===== config.mk =====
export PLATFORM = sky130hd
export DESIGN_NAME = cmp_share_arbiter_flat
export DESIGN_NICKNAME = d
export VERILOG_FILES = /design/src/rtl/cmp_share_if.sv /design/src/rtl/cmp_share_arbiter.sv /design/src/flat_wrapper.sv
export SDC_FILE = /design/constraint.sdc
export NUM_CORES = 1
export LEC_CHECK = 0
export ABC_CLOCK_PERIOD_IN_PS = 4560
export CAP_MARGIN = 30
export CORE_MARGIN = 4
export CORE_UTILIZATION = 44
export CTS_BUF_LIST = sky130_fd_sc_hd__clkbuf_8
export CTS_CLUSTER_DIAMETER = 100
export DETAILED_ROUTE_END_ITERATION = 8
export GPL_TIMING_DRIVEN = 1
export MAX_ROUTING_LAYER = met4
export PLACE_DENSITY = 0.85
export SETUP_SLACK_MARGIN = 0.2
export SYNTH_ARGS = -nofsm -noshare
export SYNTH_HDL_FRONTEND = slang
export SYNTH_SLANG_ARGS = --single-unit

===== constraint.sdc =====
create_clock -name clk -period 4.56 [get_ports clk]
set_clock_uncertainty 0.15 [all_clocks]
set_input_delay 0.912 -clock clk [delete_from_list [all_inputs] [get_ports clk]]
set_output_delay 0.912 -clock clk [all_outputs]
set_load 0.005 [all_outputs]

===== src/rtl/cmp_share_if.sv =====
// cmp_share_if
// Bundles the requester operand channel, the shared comparator connection and
// the response channel of cmp_share_arbiter.
//   req_valid   [N_REQ]         per-requester operand valid
//   req_data    [N_REQ*DATA_W]  operands, requester i at [i*DATA_W +: DATA_W]
//   req_ready   [N_REQ]         one-hot accept strobe from the arbiter
//   cmp_operand [DATA_W]        operand presented to the shared comparator
//   cmp_result  [1]             comparator output (1 = match)
//   rsp_valid   [1]             response available
//   rsp_id      [ID_W]          index of the requester that owns the response
//   rsp_match   [1]             sampled comparator result
//   rsp_ready   [1]             response consumer accepts
// Modports: slave = arbiter view, master = requesters/comparator/consumer view.
interface cmp_share_if #(
    parameter int N_REQ  = 4,
    parameter int DATA_W = 4,
    parameter int ID_W   = $clog2(N_REQ)
);
    logic [N_REQ-1:0]        req_valid;
    logic [N_REQ*DATA_W-1:0] req_data;
    logic [N_REQ-1:0]        req_ready;
    logic [DATA_W-1:0]       cmp_operand;
    logic                    cmp_result;
    logic                    rsp_valid;
    logic [ID_W-1:0]         rsp_id;
    logic                    rsp_match;
    logic                    rsp_ready;

    modport slave (
        input  req_valid, req_data, cmp_result, rsp_ready,
        output req_ready, cmp_operand, rsp_valid, rsp_id, rsp_match
    );

    modport master (
        output req_valid, req_data, cmp_result, rsp_ready,
        input  req_ready, cmp_operand, rsp_valid, rsp_id, rsp_match
    );
endinterface


===== src/rtl/cmp_share_arbiter.sv =====
// cmp_share_arbiter
// Round-robin arbiter/sequencer sharing one external match comparator among
// N_REQ requesters. One transaction at a time: IDLE (grant + latch operand),
// CMP (comparator sees the latched operand, result captured), RSP (response
// held until accepted).
// Ports:
//   clk        single clock, rising edge
//   rst_n      asynchronous active-low reset
//   bus        cmp_share_if.slave (request, comparator and response signals)
//   hit_clr    (CMP_HIT_COUNT_EN only) synchronous clear of hit_count
//   hit_count  (CMP_HIT_COUNT_EN only) saturating count of matching responses
// Optional feature macro: CMP_HIT_COUNT_EN
module cmp_share_arbiter #(
    parameter int N_REQ  = 4,
    parameter int DATA_W = 4,
    parameter int ID_W   = $clog2(N_REQ)
) (
    input  logic       clk,
    input  logic       rst_n,
    cmp_share_if.slave bus
`ifdef CMP_HIT_COUNT_EN
    ,
    input  logic       hit_clr,
    output logic [7:0] hit_count
`endif
);

    typedef enum logic [1:0] {
        IDLE = 2'd0,
        CMP  = 2'd1,
        RSP  = 2'd2
    } state_t;

    state_t            state;
    state_t            state_nxt;
    logic [ID_W-1:0]   last_grant;
    logic [ID_W-1:0]   win;
    logic              any_valid;
    logic              accept;
    logic [N_REQ-1:0]  req_ready_c;
    logic              rsp_valid_c;
    logic [DATA_W-1:0] operand_p0;
    logic [ID_W-1:0]   rsp_id_p1;
    logic              rsp_match_p1;

    // Search starts one past the last grant, so the most recent winner has
    // the lowest priority on the next arbitration.
    always_comb begin : rr_search
        int unsigned     idx;
        logic [ID_W-1:0] cand;
        idx       = 0;
        cand      = '0;
        win       = '0;
        any_valid = 1'b0;
        for (int i = 1; i <= N_REQ; i++) begin
            idx  = (32'(last_grant) + 32'(i)) % 32'(N_REQ);
            cand = ID_W'(idx);
            if (!any_valid && bus.req_valid[cand]) begin
                win       = cand;
                any_valid = 1'b1;
            end
        end
    end

    always_ff @(posedge clk or negedge rst_n) begin
        if (!rst_n) begin
            state <= IDLE;
        end else begin
            state <= state_nxt;
        end
    end

    always_comb begin
        state_nxt   = state;
        req_ready_c = '0;
        rsp_valid_c = 1'b0;
        unique case (state)
            IDLE: begin
                if (any_valid) begin
                    req_ready_c = N_REQ'(1) << win;
                    state_nxt   = CMP;
                end
            end
            CMP: begin
                state_nxt = RSP;
            end
            RSP: begin
                rsp_valid_c = 1'b1;
                if (bus.rsp_ready) begin
                    state_nxt = IDLE;
                end
            end
            default: begin
                state_nxt = IDLE;
            end
        endcase
    end

    // The winner is always a valid requester, so any grant is an accept.
    assign accept = (state == IDLE) && any_valid;

    // Stage p0: operand latched at accept, held until the next accept
    always_ff @(posedge clk or negedge rst_n) begin
        if (!rst_n) begin
            last_grant <= ID_W'(N_REQ - 1);
            operand_p0 <= '0;
        end else if (accept) begin
            last_grant <= win;
            operand_p0 <= bus.req_data[32'(win) * DATA_W +: DATA_W];
        end
    end

    // Stage p1: comparator result and owner captured at the end of CMP
    always_ff @(posedge clk or negedge rst_n) begin
        if (!rst_n) begin
            rsp_id_p1    <= '0;
            rsp_match_p1 <= 1'b0;
        end else if (state == CMP) begin
            rsp_id_p1    <= last_grant;
            rsp_match_p1 <= bus.cmp_result;
        end
    end

    assign bus.req_ready   = req_ready_c;
    assign bus.cmp_operand = operand_p0;
    assign bus.rsp_valid   = rsp_valid_c;
    assign bus.rsp_id      = rsp_id_p1;
    assign bus.rsp_match   = rsp_match_p1;

`ifdef CMP_HIT_COUNT_EN
    function automatic logic [7:0] sat_inc8(input logic [7:0] v);
        return (v == 8'hFF) ? v : v + 8'd1;
    endfunction

    // Clear wins over a same-cycle matching handshake.
    always_ff @(posedge clk or negedge rst_n) begin
        if (!rst_n) begin
            hit_count <= 8'd0;
        end else if (hit_clr) begin
            hit_count <= 8'd0;
        end else if ((state == RSP) && bus.rsp_ready && rsp_match_p1) begin
            hit_count <= sat_inc8(hit_count);
        end
    end
`endif

endmodule

===== src/flat_wrapper.sv =====
// flat-port wrapper written by rule: the top's interface ports become plain ports
module cmp_share_arbiter_flat 
#(
    parameter int N_REQ  = 4,
    parameter int DATA_W = 4,
    parameter int ID_W   = $clog2(N_REQ)
)
  (clk, rst_n, bus_req_valid, bus_req_data, bus_cmp_result, bus_rsp_ready, bus_req_ready, bus_cmp_operand, bus_rsp_valid, bus_rsp_id, bus_rsp_match);
  cmp_share_if #(.N_REQ(N_REQ), .DATA_W(DATA_W), .ID_W(ID_W)) bus_i ();
  input  logic clk;
  input  logic rst_n;
  input wire logic [$bits(bus_i.req_valid)-1:0] bus_req_valid;
  input wire logic [$bits(bus_i.req_data)-1:0] bus_req_data;
  input wire logic [$bits(bus_i.cmp_result)-1:0] bus_cmp_result;
  input wire logic [$bits(bus_i.rsp_ready)-1:0] bus_rsp_ready;
  output wire logic [$bits(bus_i.req_ready)-1:0] bus_req_ready;
  output wire logic [$bits(bus_i.cmp_operand)-1:0] bus_cmp_operand;
  output wire logic [$bits(bus_i.rsp_valid)-1:0] bus_rsp_valid;
  output wire logic [$bits(bus_i.rsp_id)-1:0] bus_rsp_id;
  output wire logic [$bits(bus_i.rsp_match)-1:0] bus_rsp_match;
  assign bus_i.req_valid = bus_req_valid;
  assign bus_i.req_data = bus_req_data;
  assign bus_i.cmp_result = bus_cmp_result;
  assign bus_i.rsp_ready = bus_rsp_ready;
  assign bus_req_ready = bus_i.req_ready;
  assign bus_cmp_operand = bus_i.cmp_operand;
  assign bus_rsp_valid = bus_i.rsp_valid;
  assign bus_rsp_id = bus_i.rsp_id;
  assign bus_rsp_match = bus_i.rsp_match;
  cmp_share_arbiter #(.N_REQ(N_REQ), .DATA_W(DATA_W), .ID_W(ID_W)) u_core (.clk(clk), .rst_n(rst_n), .bus(bus_i));
endmodule

==> results of run 1 <==
final cells by class:
cell class / count / share of cell area
tap: 16 / 0.01778
inverter: 3 / 0.01444
clock buffer: 3 / 0.03667
sequential: 11 / 0.2467
timing repair buffer: 36 / 0.3178
clock inverter: 1 / 0.004444
multi-input combinational: 56 / 0.3622
how the worst min path moves through the flow:
stage | endpoint | depth (start not counted)
after global placement | u_core.bus.cmp_operand[3]$_DFFE_PN0P_ | 2
after global routing | u_core.bus.rsp_id[1]$_DFFE_PN0N_ | 1
after CTS | u_core.bus.cmp_operand[3]$_DFFE_PN0P_ | 2
after detailed placement | u_core.bus.cmp_operand[3]$_DFFE_PN0P_ | 2
final | u_core.bus.rsp_id[1]$_DFFE_PN0N_ | 1
after floorplan | u_core.bus.cmp_operand[1]$_DFFE_PN0P_ | 2
kinds of logic after synthesis:
kind of cell           count (synthesis)
buffers and inverters                  6
DFF                                   11
muxes                                 11
and+or+nand+nor                       26
AOI/OAI and AO/OA                     19
metal layers:
metal  vias to the layer above  GRT usage  share of wire
met2                        28     0.2870           0.50
li1                        338          -              -
met5                         -          -              0
met3                         4    0.06116          0.080
met1                       310     0.1815           0.41
met4                         0    0.07623          0.012
power by group through the flow:
stage / clock [uW] / combinational, uW / sequential, uW
3_5_place_dp: 0 / 360 / 198
2_1_floorplan: 0 / 238 / 183
4_1_cts: 98.8 / 365 / 198
6_report: 96.7 / 361 / 199
5_1_grt: 103 / 398 / 203
3_3_place_gp: 0 / 350 / 195
cell usage in the layout, fill, tap and decap left out:
cell type        Yosys  layout
mux2_2               3       3
or3_1                1       1
dfstp_2              2       2
nor2b_1              2       2
buf_4                1       1
nand4_4              1       1
and2_4               1       1
or2_1                1       1
o21a_1               1       1
a211oi_2             2       2
inv_1                2       2
o22a_2               1       1
o21ai_1              1       1
nand2b_1             4       4
clkdlybuf4s50_1      0      35
nand2_1              7       7
o221ai_1             2       2
a21oi_1              1       1
inv_6                1       1
nand3_1              1       1
a31oi_1              1       1
mux2i_1              8       8
a211oi_1             3       3
clkbuf_8             0       3
o21ai_0              2       2
clkinv_2             0       1
nor2_1               7       7
o21bai_2             1       1
a21boi_0             3       3
a21o_1               1       1
dfrtp_1              9       9
nor4_1               1       1
through the flow:
| stage | hold WS, ps | total power (uW) | setup slack, ps |
|---|---|---|---|
| 2_1_floorplan | 328.7 | 421.0 | 1765 |
| 3_3_place_gp | 334.5 | 544.9 | 586.2 |
| 5_1_grt | 383.5 | 705.0 | 386.4 |
| 6_report | 353.6 | 656.3 | 533.4 |
| 4_1_cts | 353.7 | 661.8 | 535.2 |
| 3_5_place_dp | 337.5 | 558.3 | 558.0 |
sequential cells by signal, summed over array words and instances (netlist names):
register / flops
u_core.bus.cmp_operand: 4
u_core.bus.rsp_id: 2
u_core.bus.rsp_match: 1
u_core.last_grant: 2
u_core.state: 2
worst max-delay path, cell delays in order:
cell and delay (ps):
clkdlybuf4s50_1 570, nor4_1 80, or3_1 470, inv_6 130
nand4_4 160, nor2_1 130, clkdlybuf4s50_1 510
==> impl_metrics.ini, run 1 <==
[layout]
diodes = 0
drive_gt1_frac = 0.1545
nFillCells = 123
syn2layout_area_growth_pct = 52.03
finish.instance_area_sq_um = 1126
stdcell_count = 126
final_util = 0.7305
multi_input_area_sq_um = 407.9
nets = 135
seqCellArea_sq_um = 277.8

[floorplan]
fp.dieArea_sq_um = 2404
die_y_microns = 49.03
initial_core_util = 0.4805
io_pins = 36
core_sq_um = 1541
die_x_microns = 49.03
std_cell_rows = 14

[clocking]
path_clk_slew_ps = 50
post-cts-setup-buffers = 0
cts_resized = 0
htree_levels = 1
cts_hold_buf = 0
cts.sinks = 11
clockRootBuffer = clkbuf_8
cts_buffers = 3
cts_tree = done
worstSkewPairLatency_ps = 240
clk_path_buf_depth = 2

[sta]
fmax_ghz = 0.2484
finalCriticalPeriod_ps = 4027
tns_ps = 0
max_slew.worst_pin.slew_ps = 497.8
rsz0062_at_grt = no
hold_violations = 0
slew_viol_final = 0
slew_headroom = 0.6671
final.period_utilization = 0.8830
final-setup-viol-count = 0

[critical_path]
startpoint = bus_req_valid[3]
rr_startpoint = u_core.last_grant[1]$_DFFE_PN1P_
arrival_ps = 2960
worstSetupStartpointType = input pin
cp-end-kind = output port
rr_endpoint = u_core.bus.cmp_operand[1]$_DFFE_PN0P_
critPathCapture = bus_req_ready[3]
required_ps = 3500
crit_fanout = 7
reg2regPathDepth = 5
crit_type = in2out
r2r_slack_ps = 2670

[power_and_ir_drop]
power_density_nw_per_um2 = 582.8
p_comb_frac = 0.550
irDropWorstVdd_v = 0.0003695
power_frac_seq = 0.303
p_leak_uw = 0.0004676
p_int_uw = 415.5
switching_share = 0.3670
p_sw_uw = 240.9
pwr-share-clk = 0.147

[synthesis]
synthArstFlopShare = 1.000
syn-instance-count = 73
syn_nets = 97
ys_warn_count = 0
synth_edf_count = 0
synth_top_flop_cell = dfrtp_1
ys_top_cells_by_count = dfrtp_1, mux2i_1, nand2_1, nor2_1, nand2b_1
synth_compound_area_frac = 0.2027
synthMuxAreaShare = 0.1537
avgSynthCellArea_sq_um = 10.15
synth.most_common_cell = dfrtp_1
ys_types = 31
synth-seq-cells = 11
synthAdderAreaFrac = 0
synth_top_area_cell = dfrtp_1
synth.area.top_cells = dfrtp_1, mux2i_1, dfstp_2, mux2_2, nand2_1
synth_xor_area_frac = 0
synthSimpleGateAreaFrac = 0.1943
yosysTopAreaCellShare = 0.3041
synth_top_family_by_area = compound AO/OA/AOI/OAI gates
synth_area_sq_um = 740.7
ys_seq_area_frac = 0.3750

[status]
status = completed

[route]
routed_wl_mm = 1.905
post-route-drc-count = 0
ant_nets = 0
first_pass_iters = 4
via_count = 680
vias_per_cell = 5.397
wl_per_cell_microns = 15.12
drtIter0Drc = 10

[global_route]
grt-ovfl-total = 0
antenna_found_initial = 0
grt_usage = 0.1722
first_global_vias = 737
grt_max_degree = 12
grt_pass1_wl_mm = 3.132

[hold_path]
hold_path_class = reg2reg
hold_start = u_core.bus.rsp_id[1]$_DFFE_PN0N_

[job]
cap_violations = 0

[placed_design]
hpwl_mm = 1.505
placed_cell_area_sq_um = 1080
placedCellCount = 122
portBuffers = 35
routabilityCongestion = 0.7516
Power figures use the tool's default switching activity.
==> run 2: changes to the inputs <==
--- a/config.mk
+++ b/config.mk
@@ -8,13 +8,14 @@
 export ABC_CLOCK_PERIOD_IN_PS = 4560
 export CAP_MARGIN = 30
 export CORE_MARGIN = 4
-export CORE_UTILIZATION = 44
+export CORE_UTILIZATION = 45
 export CTS_BUF_LIST = sky130_fd_sc_hd__clkbuf_8
 export CTS_CLUSTER_DIAMETER = 100
 export DETAILED_ROUTE_END_ITERATION = 8
+export DONT_BUFFER_PORTS = 1
 export GPL_TIMING_DRIVEN = 1
 export MAX_ROUTING_LAYER = met4
-export PLACE_DENSITY = 0.85
+export PLACE_DENSITY = 0.59
 export SETUP_SLACK_MARGIN = 0.2
 export SYNTH_ARGS = -nofsm -noshare
 export SYNTH_HDL_FRONTEND = slang
==> run 2 against run 1 <==
  * Via count down 21%
  * Routed wire length down 25%
  * Critical path depth down 2
  * Worst setup slack better by 1100 ps
  * Flip-flop and latch count unchanged
  * Non-clock buffer count down 36
  * Largest cell class unchanged
  * Largest power group unchanged
==> impl_metrics.ini, run 2 (synthesized netlist as in run 1, its figures left out) <==
[layout]
diodes = 0
mostFrequentLayoutCell = dfrtp_1
mostFrequentLayoutCells = dfrtp_1, mux2i_1, nor2_1, nand2_1, nand2b_1
seqCellArea_sq_um = 277.8
nFillCells = 147
syn2layout_area_growth_pct = 3.547
finish.instance_area_sq_um = 767.0
multi_input_area_sq_um = 407.9
drive_gt1_frac = 0.2027
final_util = 0.5033
nets = 99
largest_reg_flops = 4

[floorplan]
die_y_microns = 48.57
die_x_microns = 48.57
io_pins = 36
core_sq_um = 1524
fp.dieArea_sq_um = 2359
initial_core_util = 0.4860
std_cell_rows = 14

[clocking]
clk_path_buf_depth = 2
cts_tree = done
post-cts-setup-buffers = 0
cts_resized = 0
clockRootBuffer = clkbuf_8
cts_buffers = 3
path_clk_slew_ps = 50
htree_levels = 1
cts_hold_buf = 0
worstSkewPairLatency_ps = 230
cts.sinks = 11

[critical_path]
required_ps = 3500
r2r_slack_ps = 2740
worstSetupStartpointType = input pin
critical-path-max-stage-delay_ps = 460
crit_type = in2out
cp-end-kind = output port
crit_fanout = 7
critPathTopFamily = simple AND/OR/NAND/NOR gates
path_cells = nor4_1 -> or3_1 -> inv_6 -> nand4_4 -> nor2_1
cp_slowest_cell = or3_1
path_buf_inv = 1
arrival_ps = 1870

[power_and_ir_drop]
power_uw = 521.1
power_density_nw_per_um2 = 679.5
irDropWorstVdd_v = 0.0003497
p_leak_uw = 0.0003295

[job]
cap_violations = 0

[sta]
rsz0062_at_grt = no
slew_viol_final = 0
whs_ps = 225.2
tns_ps = 0
final.period_utilization = 0.6430
fmax_ghz = 0.3411
final-setup-viol-count = 0
max_slew.worst_pin.slew_ps = 500.1
slew_headroom = 0.6646
finalCriticalPeriod_ps = 2932
hold_violations = 0

[global_route]
grt_max_degree = 12
grt_pass1_wl_mm = 2.387
grt-ovfl-total = 0
grt_usage = 0.1246
first_global_vias = 526
antenna_found_initial = 0

[status]
status = completed

[route]
routed_wl_mm = 1.432
ant_nets = 0
post-route-drc-count = 0
wl_per_cell_microns = 15.91
via_count = 536
drtIter0Drc = 5
first_pass_iters = 4
vias_per_cell = 5.956

[hold_path]
hold_path_class = in2async

[placed_design]
routabilityCongestion = 0.7249
placed_cell_area_sq_um = 721.9
portBuffers = 0
hpwl_mm = 1.162
run 2: changes by cell type in the layout (fill, tap and decap cells not counted), sizes merged:
cell / delta
clkdlybuf4s50: -35
buf: -1
clkinv: -1
inv: +1
run 2: final cells by class:
cell class / count / area share
clock buffers: 3 / 0.05383
clock inverters: 1 / 0.004894
multi-input cells: 56 / 0.5318
inverters: 3 / 0.02121
flip-flops and latches: 11 / 0.3622
well taps: 16 / 0.02610
run 2: report_power, final:
group / switching, uW / internal [uW]
sequential: 47.5 / 155
clock: 31.9 / 58.7
combinational: 124 / 104
run 2: worst paths after layout:
kind	cells past startpoint	start	endpoint
worst min register to register	2	u_core.last_grant[1]$_DFFE_PN1P_	u_core.last_grant[1]$_DFFE_PN1P_
worst min-delay path	0	rst_n	u_core.bus.cmp_operand[1]$_DFFE_PN0P_
worst max register to register	5	u_core.last_grant[1]$_DFFE_PN1P_	u_core.bus.cmp_operand[2]$_DFFE_PN0P_
max in group asynchronous	0	rst_n	u_core.last_grant[1]$_DFFE_PN1P_
worst max-delay path	5	bus_req_valid[2]	bus_req_ready[2]
min in group clk	2	u_core.last_grant[1]$_DFFE_PN1P_	u_core.last_grant[1]$_DFFE_PN1P_
run 2: per-stage QoR:
stage	setup slack [ps]	std cells
final	1628	90
after global routing	1452	90
after CTS	1622	90
after detailed placement	1621	86
after global placement	1643	86
after floorplan	1765	73
run 2: routing by layer:
metal,GRT usage,part of all wire,wire length (microns),vias to the layer above
met1,0.1737,0.46,660,250
met2,0.1826,0.47,669,18
met4,0.04036,0.0028,4,0
met3,0.02147,0.068,98,2
li1,-,-,-,266
met5,-,0,0,-
run 2: worst reg2reg max path, stage by stage (launching register included):
cell	delay [ps]
dfstp_2	610
mux2i_1	200
o22a_2	180
and2_4	220
mux2i_1	240
a211oi_1	100
